`config.mk`:
```
export PLATFORM = sky130hd
export DESIGN_NAME = shot_renderer
export DESIGN_NICKNAME = d
export VERILOG_FILES = /design/src/rtl/shot_render_pkg.sv /design/src/rtl/sprite_scanner.sv /design/src/rtl/shot_renderer.sv
export SDC_FILE = /design/constraint.sdc
export NUM_CORES = 1
export LEC_CHECK = 0
export ABC_AREA = 1
export BUFFER_PORTS_ARGS = -buffer_cell sky130_fd_sc_hd__buf_2
export CORE_ASPECT_RATIO = 1.1
export CORE_MARGIN = 1
export CORE_UTILIZATION = 64
export DETAILED_ROUTE_END_ITERATION = 8
export PLACE_DENSITY = 0.85
export SLEW_MARGIN = 0
export SYNTH_ARGS = -nofsm -noshare
export SYNTH_HDL_FRONTEND = slang
export SYNTH_HIERARCHICAL = 1
export SYNTH_SLANG_ARGS = --single-unit
```
`constraint.sdc`:
```
create_clock -name clk -period 5.05 [get_ports clk]
set_clock_uncertainty 0.15 [all_clocks]
set_input_delay 1.01 -clock clk [delete_from_list [all_inputs] [get_ports clk]]
set_output_delay 1.01 -clock clk [all_outputs]
set_load 0.005 [all_outputs]
```
`src/rtl/shot_render_pkg.sv`:
```
// Shared screen geometry, erase colour and FSM encoding
// for the bullet sprite renderer.
package shot_render_pkg;

   localparam int XW  = 8;
   localparam int YW  = 7;
   localparam int CW  = 3;
   localparam int DXW = 2;
   localparam int DYW = 3;

   localparam int SCR_X_MAX = 159;
   localparam int SCR_Y_MAX = 119;

   localparam logic [CW-1:0] BG_COLOUR_DEF = 3'b000;

   typedef enum logic [2:0] {
      S_IDLE  = 3'd0,
      S_ERASE = 3'd1,
      S_DRAW  = 3'd2,
      S_HOLD  = 3'd3,
      S_DONE  = 3'd4
   } state_e;

endpackage

```
`src/rtl/sprite_scanner.sv`:
```
// Row-major dx/dy walker over one sprite; exposes the offset
// that will be current after the next edge.
module sprite_scanner
   import shot_render_pkg::*;
#(
   parameter int W = 1,
   parameter int H = 4
) (
   input  logic           clk,
   input  logic           reset,
   input  logic           i_start,
   input  logic           i_step,
   output logic [DXW-1:0] o_ndx,
   output logic [DYW-1:0] o_ndy,
   output logic           o_last
);

   localparam logic [DXW-1:0] DX_LAST = DXW'(W - 1);
   localparam logic [DYW-1:0] DY_LAST = DYW'(H - 1);

   logic [DXW-1:0] r_dx;
   logic [DYW-1:0] r_dy;
   logic           w_row_end;

   assign w_row_end = (r_dx == DX_LAST);
   assign o_last    = w_row_end && (r_dy == DY_LAST);

   always_comb begin
      o_ndx = r_dx;
      o_ndy = r_dy;
      if (i_start) begin
         o_ndx = '0;
         o_ndy = '0;
      end else if (i_step) begin
         if (w_row_end) begin
            o_ndx = '0;
            o_ndy = r_dy + 1'b1;
         end else begin
            o_ndx = r_dx + 1'b1;
         end
      end
   end

   always_ff @(posedge clk or posedge reset) begin
      if (reset) begin
         r_dx <= '0;
         r_dy <= '0;
      end else begin
         r_dx <= o_ndx;
         r_dy <= o_ndy;
      end
   end

endmodule

```
`src/rtl/shot_renderer.sv`:
```
// Turns shot-controller position updates into erase/draw
// pixel writes on the shared VGA plot port, then paces.
module shot_renderer
   import shot_render_pkg::*;
#(
   parameter int            SPRITE_W    = 1,
   parameter int            SPRITE_H    = 4,
   parameter int            HOLD_CYCLES = 833333,
   parameter logic [CW-1:0] BG_COLOUR   = BG_COLOUR_DEF,
   parameter int            X_MAX       = SCR_X_MAX,
   parameter int            Y_MAX       = SCR_Y_MAX
) (
   input  logic          clk,
   input  logic          reset,
   input  logic          drawEn,
   input  logic          clearEn,
   input  logic [XW-1:0] bulletX,
   input  logic [YW-1:0] bulletY,
   input  logic [CW-1:0] colour,
   output logic          busy,
   output logic          done,
   output logic [XW-1:0] vgaX,
   output logic [YW-1:0] vgaY,
   output logic [CW-1:0] vgaColour,
   output logic          plot
);

   localparam int HCW = (HOLD_CYCLES < 2) ? 1 : $clog2(HOLD_CYCLES);
   localparam logic [HCW-1:0] HOLD_LAST =
      HCW'((HOLD_CYCLES > 0) ? HOLD_CYCLES - 1 : 0);
   localparam logic [XW:0] X_LIM = (XW + 1)'(X_MAX);
   localparam logic [YW:0] Y_LIM = (YW + 1)'(Y_MAX);

   state_e r_state, w_nstate;

   logic [XW-1:0]  r_newX, w_nNewX, r_lastX, w_nLastX;
   logic [YW-1:0]  r_newY, w_nNewY, r_lastY, w_nLastY;
   logic [CW-1:0]  r_newC, w_nNewC;
   logic           r_lastValid, w_nLastValid;
   logic           r_isDraw, w_nIsDraw;
   logic [HCW-1:0] r_hold, w_nHold;

   logic           r_busy, r_done, r_plot;
   logic [XW-1:0]  r_vgaX;
   logic [YW-1:0]  r_vgaY;
   logic [CW-1:0]  r_vgaC;

   logic           w_start, w_step, w_last, w_scan;
   logic [DXW-1:0] w_ndx;
   logic [DYW-1:0] w_ndy;
   logic [XW-1:0]  w_baseX;
   logic [YW-1:0]  w_baseY;
   logic [CW-1:0]  w_pixC;
   logic [XW:0]    w_px;
   logic [YW:0]    w_py;

   sprite_scanner #(
      .W (SPRITE_W),
      .H (SPRITE_H)
   ) u_scan (
      .clk     (clk),
      .reset   (reset),
      .i_start (w_start),
      .i_step  (w_step),
      .o_ndx   (w_ndx),
      .o_ndy   (w_ndy),
      .o_last  (w_last)
   );

   always_comb begin
      w_nstate     = r_state;
      w_start      = 1'b0;
      w_step       = 1'b0;
      w_nNewX      = r_newX;
      w_nNewY      = r_newY;
      w_nNewC      = r_newC;
      w_nLastX     = r_lastX;
      w_nLastY     = r_lastY;
      w_nLastValid = r_lastValid;
      w_nIsDraw    = r_isDraw;
      w_nHold      = r_hold;
      unique case (r_state)
         S_IDLE: begin
            if (drawEn) begin
               w_nIsDraw = 1'b1;
               w_nNewX   = bulletX;
               w_nNewY   = bulletY;
               w_nNewC   = colour;
               w_start   = 1'b1;
               w_nstate  = r_lastValid ? S_ERASE : S_DRAW;
            end else if (clearEn) begin
               w_nIsDraw = 1'b0;
               w_start   = r_lastValid;
               w_nstate  = r_lastValid ? S_ERASE : S_DONE;
            end
         end
         S_ERASE: begin
            if (!w_last) begin
               w_step = 1'b1;
            end else if (r_isDraw) begin
               w_start  = 1'b1;
               w_nstate = S_DRAW;
            end else begin
               w_nLastValid = 1'b0;
               w_nstate     = S_DONE;
            end
         end
         S_DRAW: begin
            if (!w_last) begin
               w_step = 1'b1;
            end else begin
               w_nLastX     = r_newX;
               w_nLastY     = r_newY;
               w_nLastValid = (r_newC != BG_COLOUR);
               w_nstate     = (HOLD_CYCLES > 0) ? S_HOLD : S_DONE;
            end
         end
         S_HOLD: begin
            if (r_hold == HOLD_LAST) begin
               w_nHold  = '0;
               w_nstate = S_DONE;
            end else begin
               w_nHold = r_hold + 1'b1;
            end
         end
         S_DONE:  w_nstate = S_IDLE;
         default: w_nstate = S_IDLE;
      endcase
   end

   // Outputs are registered from the next state so each pixel
   // appears in the same cycle as the state that owns it.
   always_comb begin
      w_scan  = (w_nstate == S_ERASE) || (w_nstate == S_DRAW);
      w_baseX = (w_nstate == S_ERASE) ? r_lastX : w_nNewX;
      w_baseY = (w_nstate == S_ERASE) ? r_lastY : w_nNewY;
      w_pixC  = (w_nstate == S_ERASE) ? BG_COLOUR : w_nNewC;
      w_px    = {1'b0, w_baseX} + (XW + 1)'(w_ndx);
      w_py    = {1'b0, w_baseY} + (YW + 1)'(w_ndy);
   end

   always_ff @(posedge clk or posedge reset) begin
      if (reset) begin
         r_state     <= S_IDLE;
         r_newX      <= '0;
         r_newY      <= '0;
         r_newC      <= '0;
         r_lastX     <= '0;
         r_lastY     <= '0;
         r_lastValid <= 1'b0;
         r_isDraw    <= 1'b0;
         r_hold      <= '0;
         r_busy      <= 1'b0;
         r_done      <= 1'b0;
         r_plot      <= 1'b0;
         r_vgaX      <= '0;
         r_vgaY      <= '0;
         r_vgaC      <= '0;
      end else begin
         r_state     <= w_nstate;
         r_newX      <= w_nNewX;
         r_newY      <= w_nNewY;
         r_newC      <= w_nNewC;
         r_lastX     <= w_nLastX;
         r_lastY     <= w_nLastY;
         r_lastValid <= w_nLastValid;
         r_isDraw    <= w_nIsDraw;
         r_hold      <= w_nHold;
         r_busy      <= (w_nstate != S_IDLE);
         r_done      <= (w_nstate == S_DONE);
         r_plot      <= w_scan && (w_px <= X_LIM) && (w_py <= Y_LIM);
         r_vgaX      <= w_scan ? w_px[XW-1:0] : '0;
         r_vgaY      <= w_scan ? w_py[YW-1:0] : '0;
         r_vgaC      <= w_scan ? w_pixC : '0;
      end
   end

   assign busy      = r_busy;
   assign done      = r_done;
   assign plot      = r_plot;
   assign vgaX      = r_vgaX;
   assign vgaY      = r_vgaY;
   assign vgaColour = r_vgaC;

endmodule

```
==> results.sh <==
export IMPL_path_clk_slew_ns=0.08
export IMPL_synth_cell_types=40
export IMPL_yosys_area_share_simple_pct=32.2
export IMPL_gr_total_overflow=0
export IMPL_path_class="flip-flop to flip-flop"
export IMPL_ctsResizeCount=0
export IMPL_yosysMostFrequentCell="nand2_1"
export IMPL_ir_drop_uv=382
export IMPL_antenna_found_initial=0
export IMPL_worstSetupEndpointType="flip-flop"
export IMPL_die_height_microns=91.1
export IMPL_die_area_sq_um=7550
export IMPL_synth_compound_area_share_pct=7.97
export IMPL_worstMarginPinSlew_ns=1.06
export IMPL_crit_arrival_ns=3.79
export IMPL_synth_area_sq_um=4610
export IMPL_cp_slowest_cell="a21oi_1"
export IMPL_p_leak_nw=2.74
export IMPL_rsz0062_at_grt="false"
export IMPL_cts_setup_buffers=0
export IMPL_ant_nets=0
export IMPL_grt_pass1_vias=3961
export IMPL_cts_max_path_buffers=2
export IMPL_synth_top_cell_area_share_pct=45.6
export IMPL_routedWlPerCell_microns=14.1
export IMPL_die_width_microns=83.0
export IMPL_clockRootBuffer="clkbuf_8"
export IMPL_portBuffers=42
export IMPL_drtIter0Drc=220
export IMPL_synthMuxAreaShare_pct=0
export IMPL_fin_area_sq_um=5040
export IMPL_synth_nets=636
export IMPL_dpl_cell_area_sq_um=4880
export IMPL_synth_top_family_by_area="simple AND/OR/NAND/NOR gates"
export IMPL_clkLatencyLatePin_ns=0.36
export IMPL_slowest_delay_ns=0.56
export IMPL_synthTopCellsByCount="nand2_1, inv_1, dfrtp_1, nor2_1, o21ai_0"
export IMPL_tns_ns=0
export IMPL_place_ws_ns=1.02
export IMPL_synth_avg_cell_area_sq_um=7.69
export IMPL_rows=32
export IMPL_min_period_over_period_pct=73.2
export IMPL_required_ns=5.15
export IMPL_numCtsBuffers=9
export IMPL_worstPathMaxFanout=8
export IMPL_vias_per_cell=5.60
export IMPL_vias=4101
export IMPL_fin_util_pct=72.0
export IMPL_hold_viol_final=0
export IMPL_synth_warning_count=6
export IMPL_htree_levels=3
export IMPL_synth_edf_count=0
export IMPL_pwr_density_cell_nw_per_um2=617
export IMPL_drv_slew=0
export IMPL_synth_xor_area_share_pct=0.759
export IMPL_crit_top_cell="nand2_1"
export IMPL_grt_use_total_pct=30.0
export IMPL_yosys_area_share_adder_pct=4.12
export IMPL_synth_seq_cells=84
export IMPL_synth_area_leaders="dfrtp_1, nand2_1, inv_1"
export IMPL_setup_violations=0
export IMPL_synth_ff_type="dfrtp_1"
export IMPL_ys_async_sr_fraction_pct=100
export IMPL_slew_headroom_pct=29.2
export IMPL_seq_area_sq_um=2100
export IMPL_drc_errors=0
export IMPL_status="complete, no violations"
export IMPL_grt_pass1_wl_microns=17900
export IMPL_worstPathCellList="ha_1 -> ha_1 -> nand2_1 -> inv_1 -> a21oi_1 -> a21oi_1 -> nor2_1 -> ha_1 -> inv_1 -> fa_1 -> or2_2 -> nand2_1 -> nand2_1 -> nor2_1 -> nand3_1 -> nand2_1 -> nand2_1 -> nand2_1 -> nor2_1"
export IMPL_multiInputGateArea_sq_um=2080
export IMPL_fmax_mhz=271
export IMPL_cap_viol_max_count=0
export IMPL_layout_drive_gt1_share_pct=15.5
export IMPL_antenna_cells=0
export IMPL_period_minus_slack_ns=3.69
export IMPL_yosysSeqAreaShare_pct=45.6
export IMPL_cts_tree="done"
export IMPL_power_w=0.00311
export IMPL_gp_congestion=0.877
export IMPL_min_path_type="flip-flop to flip-flop"
export IMPL_cts_hold_buffers=0
export IMPL_grt_max_degree=52
export IMPL_core_area_sq_um=7010
export IMPL_worstSetupStartpointType="flip-flop"
export IMPL_wirelength_microns=10300
export IMPL_ios=43
export IMPL_hpwl_microns=7630
export IMPL_firstDrtPassIters=5
export IMPL_clock_sinks=84
export IMPL_finalWorstSetupSlack_ns=1.36
export IMPL_syn_inst=600
export IMPL_fillers=509
export IMPL_syn2layout_area_growth_pct=9.33
export IMPL_start_util_pct=65.9
export IMPL_yosys_area_top_type="dfrtp_1"
export IMPL_nets=679
## layout by cell type, fill, tap and decap left out, types with 2 or more instances in the layout
cell      count
o22ai_1       2
o21ai_0      36
xor2_1        4
clkbuf_1      2
nand4_1      11
a21oi_1      21
clkbuf_8     11
inv_2         7
a221oi_1      2
dfrtp_1      84
inv_1        86
nor2_2        4
clkinv_2      2
nand2_2      10
buf_2        42
or2_2         3
nand2_4       4
nand2_1     189
nand3_2       4
nor4_1        2
buf_4         3
o21ai_2       2
nor3_1       10
and3_1        2
o21ai_1       2
fa_1          2
nand3_1      23
nor2_4        3
ha_1         12
nor2_1       51
## final cells by class
class	count	area share, %
Clock buffer	13	3.15
Clock inverter	2	0.198
Inverter	94	7.09
Multi-Input combinational cell	409	41.2
Sequential cell	84	41.7
Tap cell	85	2.11
Timing Repair Buffer	45	4.61
## worst max-delay path: cells and delay by family, from the launching register on
family | cells | cell delay [ns]
AO/OA/AOI/OAI | 2 | 0.70
adder cells (fa/ha/maj) | 4 | 0.94
AND/OR/NAND/NOR | 11 | 1.25
buffers and inverters | 2 | 0.13
flip-flops | 1 | 0.41
## through the flow
stage / hold slack [ns] / cells
detailed placement: 0.319 / 717
finish: 0.338 / 732
floorplan: 0.292 / 600
CTS: 0.337 / 732
global route: 0.358 / 732
global placement: 0.312 / 717
## kinds of logic (layout without fill, tap and decap cells)
logic type,count (synthesis),in the layout
AO/OA/AOI/OAI,68,68
buffers and inverters,107,154
AND/OR/NAND/NOR,323,323
flip-flops,84,84
adder cells (fa/ha/maj),14,14
XOR/XNOR,4,4
## report_power, final
group | internal [W] | switching, W
clock network | 0.000202 | 0.000226
registers | 0.000923 | 0.000141
logic | 0.000527 | 0.00110
total | 0.00165 | 0.00146
## worst paths after layout
| kind | start | to | slack, ns | cells after the start |
|---|---|---|---|---|
| min in group asynchronous | reset | u_scan/r_dx[0] | 0.40 | 2 |
| max in group asynchronous | reset | r_hold[2] | 3.00 | 3 |
| hold / removal | r_lastX[7] | r_lastX[7] | 0.34 | 2 |
| setup reg to reg | u_scan/r_dy[0] | plot | 1.36 | 19 |
| setup / recovery | u_scan/r_dy[0] | plot | 1.36 | 19 |
| hold reg to reg | r_lastX[7] | r_lastX[7] | 0.34 | 2 |
## layer usage
| layer | global-route usage [%] | share of wire, % |
|---|---|---|
| met2 | 51.2 | 49 |
| met4 | 15.4 | 4.2 |
| met3 | 5.45 | 6.2 |
| met5 | 0 | 0 |
| met1 | 36.4 | 40 |
## flip-flops by register name, summed over array words and instances (netlist names), 2 cells and up
signal	flops
vgaColour	3
r_hold	20
vgaX	8
r_state	3
r_lastX	8
u_scan/r_dx	2
vgaY	7
r_newC	3
u_scan/r_dy	3
r_lastY	7
r_newX	8
r_newY	7
No activity file was read; power rests on OpenSTA's default activity.
